[src/rtl/muldiv_sequencer.sv]
// Iterative signed multiply/divide unit for the multicycle CPU's mult/div instructions.
// Runs a WIDTH-cycle shift-add multiply or restoring divide on magnitudes, then sign-fixes into HI/LO.
module muldiv_sequencer #(
    parameter int WIDTH = 32
) (
    input  logic             clk,
    input  logic             reset,
    input  logic             start_mult,
    input  logic             start_div,
    input  logic [WIDTH-1:0] a,
    input  logic [WIDTH-1:0] b,
    output logic             busy,
    output logic             done,
    output logic             div_zero,
    output logic [WIDTH-1:0] hi,
    output logic [WIDTH-1:0] lo
);
    localparam int CNT_W = (WIDTH > 1) ? $clog2(WIDTH) : 1;

    localparam logic [2:0] IDLE = 3'd0;
    localparam logic [2:0] MULT = 3'd1;
    localparam logic [2:0] DIV  = 3'd2;
    localparam logic [2:0] FIX  = 3'd3;
    localparam logic [2:0] DONE = 3'd4;

    logic [2:0]       state;
    logic [CNT_W-1:0] cnt;
    logic             sign_a;
    logic             sign_b;
    logic             op_div;
    logic [WIDTH-1:0] mag_a;
    logic [WIDTH-1:0] mag_b;
    logic [WIDTH-1:0] acc_p;
    logic [WIDTH-1:0] acc_q;

    function automatic logic [WIDTH-1:0] negate_w(input logic [WIDTH-1:0] v, input logic en);
        return en ? -v : v;
    endfunction

    function automatic logic [2*WIDTH-1:0] negate_2w(input logic [2*WIDTH-1:0] v, input logic en);
        return en ? -v : v;
    endfunction

    // Two's-complement magnitude; the most negative value maps to 2^(WIDTH-1) unsigned.
    function automatic logic [WIDTH-1:0] magnitude(input logic [WIDTH-1:0] v);
        return v[WIDTH-1] ? -v : v;
    endfunction

    logic accept;
    logic take_mult;
    logic take_div;
    logic zero_div;

    assign accept    = (state == IDLE) || (state == DONE);
    assign take_mult = accept && start_mult;
    assign take_div  = accept && !start_mult && start_div;
    assign zero_div  = take_div && (b == '0);

    logic [WIDTH:0]       mul_sum;
    logic [WIDTH:0]       div_shift;
    logic [WIDTH:0]       div_trial;
    logic [2*WIDTH-1:0]   product;

    assign mul_sum   = {1'b0, acc_p} + (acc_q[0] ? {1'b0, mag_a} : '0);
    // Remainder stays below |b| <= 2^(WIDTH-1), so the shifted value fits WIDTH bits and
    // bit WIDTH of the trial difference is a valid borrow.
    assign div_shift = {acc_p, acc_q[WIDTH-1]};
    assign div_trial = div_shift - {1'b0, mag_b};
    assign product   = negate_2w({acc_p, acc_q}, sign_a ^ sign_b);

    always_ff @(posedge clk or posedge reset) begin
        if (reset) begin
            state    <= IDLE;
            cnt      <= '0;
            sign_a   <= 1'b0;
            sign_b   <= 1'b0;
            op_div   <= 1'b0;
            mag_a    <= '0;
            mag_b    <= '0;
            acc_p    <= '0;
            acc_q    <= '0;
            busy     <= 1'b0;
            done     <= 1'b0;
            div_zero <= 1'b0;
            hi       <= '0;
            lo       <= '0;
        end else begin
            done     <= 1'b0;
            div_zero <= 1'b0;
            case (state)
                IDLE, DONE: begin
                    state <= IDLE;
                    if (zero_div) begin
                        div_zero <= 1'b1;
                    end else if (take_mult || take_div) begin
                        sign_a <= a[WIDTH-1];
                        sign_b <= b[WIDTH-1];
                        mag_a  <= magnitude(a);
                        mag_b  <= magnitude(b);
                        op_div <= take_div;
                        cnt    <= CNT_W'(WIDTH - 1);
                        busy   <= 1'b1;
                        acc_p  <= '0;
                        acc_q  <= take_div ? magnitude(a) : magnitude(b);
                        state  <= take_div ? DIV : MULT;
                    end
                end
                MULT: begin
                    acc_p <= mul_sum[WIDTH:1];
                    acc_q <= {mul_sum[0], acc_q[WIDTH-1:1]};
                    if (cnt == '0) state <= FIX;
                    else           cnt   <= cnt - CNT_W'(1);
                end
                DIV: begin
                    if (!div_trial[WIDTH]) begin
                        acc_p <= div_trial[WIDTH-1:0];
                        acc_q <= {acc_q[WIDTH-2:0], 1'b1};
                    end else begin
                        acc_p <= div_shift[WIDTH-1:0];
                        acc_q <= {acc_q[WIDTH-2:0], 1'b0};
                    end
                    if (cnt == '0) state <= FIX;
                    else           cnt   <= cnt - CNT_W'(1);
                end
                FIX: begin
                    if (op_div) begin
                        lo <= negate_w(acc_q, sign_a ^ sign_b);
                        hi <= negate_w(acc_p, sign_a);
                    end else begin
                        hi <= product[2*WIDTH-1:WIDTH];
                        lo <= product[WIDTH-1:0];
                    end
                    busy  <= 1'b0;
                    done  <= 1'b1;
                    state <= DONE;
                end
                default: begin
                    state <= IDLE;
                    busy  <= 1'b0;
                end
            endcase
        end
    end

endmodule
[config.mk]
export PLATFORM = sky130hd
export DESIGN_NAME = muldiv_sequencer
export DESIGN_NICKNAME = d
export VERILOG_FILES = /design/src/rtl/muldiv_sequencer.sv
export SDC_FILE = /design/constraint.sdc
export NUM_CORES = 1
export LEC_CHECK = 0
export ABC_AREA = 1
export BUFFER_PORTS_ARGS = -buffer_cell sky130_fd_sc_hd__buf_4
export CORE_ASPECT_RATIO = 1.2
export CORE_MARGIN = 2
export CORE_UTILIZATION = 38
export DETAILED_ROUTE_END_ITERATION = 7
export PLACE_DENSITY_LB_ADDON = 0.08
export SLEW_MARGIN = 20
export SYNTH_ARGS = -nofsm -noshare
export SYNTH_HDL_FRONTEND = slang
export SYNTH_SLANG_ARGS = --single-unit
[constraint.sdc]
create_clock -name clk -period 7.85 [get_ports clk]
set_input_delay 0.785 -clock clk [delete_from_list [all_inputs] [get_ports clk]]
set_output_delay 0.785 -clock clk [all_outputs]
set_load 0.01 [all_outputs]
==> metrics.txt <==
period utilization 52.15%; setup TNS 0 ns; Nets 3216; post-synthesis sequential area ratio 28.12%; WL per Instance 19.42 µm; final design utilization 43.23%; PostCTS Resize Cnt 0; Syn. warnings 0; GPL Wtd Cong 0.9813; hpwl dp 58.11 mm; drt pass-1 iters 6; Met1 Wirelength 31.08 mm; synthesized area per cell 6.136 µm²; setup violators final 0; Worst Clk Skew 0.04152 ns; initial antenna violation count 0; vias in the first global route 18600; Die Y 244.6 µm; R2R depth 9; Max H-tree Level 1; row count 88; gr usage total 28.73%; Core Area 0.04790 mm²; leakage 10.83 nW; CTS tree done; maximum clock frequency 244.3 MHz; WP data required 8.24 ns; vias 19650; first-pass GRT wire length 110.3 mm; Pwr Density 511.8 mW/mm²; commonest non-fill, non-tap cell in the layout nand2_1; critical path endpoint category register; Async SR Flop Fraction 100.0%; largest cells by area after synthesis dfrtp_1, nand2_1, nand3_1; Setup CP Type reg -> reg; Worst VDD drop 0.3441 mV; #FFs+latches synth 206; Synth Flop Type dfrtp_1; CTS clk-pin slew, worst paths 0.06 ns; Final Hold Fails 0; root buf cell clkbuf_16; Hold Buf Count CTS 0; clock buffer count from CTS 26; MaxCap Viol Count 0; Layout area overhead 12.96%; outcome finished, final reports clean; Least-Margin Pin Slew 0.9565 ns; I/O Pins 135; top-area cell type share of the netlist area 28.12%; largest net degree at the start of global routing 122; Post-Place Setup Slack 4.185 ns; Detail Route Antenna Nets 0; reg2reg setup slack 3.76 ns; Die X 204.5 µm; most frequent cells in the layout nand2_1, inv_1, nor2_1; clock tree sinks 206; Total Wirelength 72.34 mm; met3 wire length 3.900 mm; die area 0.05001 mm²; Worst Path Max Fanout 77; Synth area leader dfrtp_1; worst relative slew slack 36.08%; critical path data arrival time 4.48 ns; Vias/cell 5.276; layout cells sized above 1 9.305%; synthesized net count 3127; Synth cell types 52; final setup margin 3.756 ns; Post-Syn Instances 2987; Clock Latency Late Sink 0.58 ns; Mapped Area 0.01833 mm²; Final Power 0.01060 W; total gr overflow 0; register area 0.005155 mm²; area taken by multi-input logic gates 0.01120 mm²; shortest period the worst path allows 4.094 ns; postcts setup bufs 0; Post-synth EDFFs 0; HP Class in -> async; Initial Util 38.27%; final slew viol count 0; met2 wire len 33.68 mm; DRC viols 0; top layer in use met4; crit start category register; diodes inserted 0; unrepaired setup endpoints after global routing no; port buffer count 134; CTS Buffer Depth 3; Fillers 5331; drt initial violations 1586
## registers in the layout (all words and copies together) (netlist names), 3 cells and up
signal / count
lo: 32
state: 3
hi: 32
acc_p: 32
acc_q: 32
cnt: 5
mag_b: 32
mag_a: 32
## where the power goes
group | internal, W | total, W | switching (W) | leakage [nW]
Clock | 0.000773 | 0.00127 | 0.000496 | 0.443
Combinational | 0.00229 | 0.00710 | 0.00481 | 7.91
Sequential | 0.00161 | 0.00223 | 0.000619 | 2.48
## cell type report
type                    count  share of cell area (%)
multi-input cells        2284                   54.11
flip-flops and latches    206                   24.90
inverters                 410                   7.476
repair buffers            148                   5.367
well taps                 630                   3.807
clock buffers              39                   3.717
clock inverters             8                  0.6285
## kinds of logic after synthesis
logic type | count (synthesis) | share of synthesized area (%)
AOI/OAI and AO/OA | 388 | 11.63
and+or+nand+nor | 1744 | 40.64
adders and majority gates | 72 | 4.997
DFF | 206 | 28.12
buffers and inverters | 497 | 10.79
xor gates and xnor gates | 80 | 3.823
## final timing paths
path                                    endpoint                  from
min in group clk              hi[24]$_DFFE_PP0P_    hi[24]$_DFFE_PP0P_
setup reg to reg            mag_b[7]$_DFFE_PP0P_  state[2]$_DFFE_PP0P_
hold / removal                    done$_DFF_PP0_                 reset
hold reg to reg               hi[24]$_DFFE_PP0P_    hi[24]$_DFFE_PP0P_
max in group asynchronous  mag_a[28]$_DFFE_PP0P_                 reset
setup / recovery            mag_b[7]$_DFFE_PP0P_  state[2]$_DFFE_PP0P_
## cells in the mapped netlist (all sizes together) (2+ instances only)
cell type,count
nand2,958
inv,409
nor2,364
nand3,320
dfrtp,206
o21ai,181
a21oi,105
ha,70
xor2,65
buf,47
clkbuf,40
a31oi,37
nand4,33
nor3,32
o22ai,29
xnor2,15
or2,13
nand3b,12
o21bai,9
a21o,7
and2,7
o211ai,5
a22oi,4
o31ai,4
nor4,3
o221ai,3
fa,2
o21a,2
## per-layer routing
| layer | up-vias | GRT usage [%] |
|---|---|---|
| li1 | 9744 | - |
| met1 | 9116 | 37.60 |
| met2 | 660 | 48.07 |
| met3 | 134 | 2.759 |
| met4 | 0 | 12.47 |
| met5 | - | 0 |
## critical path, stage by stage (launching register included)
cell and delay (ns):
dfrtp_1 0.42, inv_1 0.11, nand3_2 0.54, nand2_1 0.48
inv_2 0.34, nand4_2 0.19, buf_4 0.45, clkinv_2 0.90
nand2_1 0.30, o21ai_0 0.12
## stage by stage
step | area (µm²) | instances | hold WS [ns]
final | 20700 | 3725 | 0.3533
after CTS | 20700 | 3725 | 0.4126
after global routing | 20700 | 3725 | 0.4464
after floorplan | 18330 | 2987 | 0.4417
after detailed placement | 19800 | 3678 | 0.4715
after global placement | 19800 | 3678 | 0.4669
Note: power is estimated with default switching activity, not from simulation.
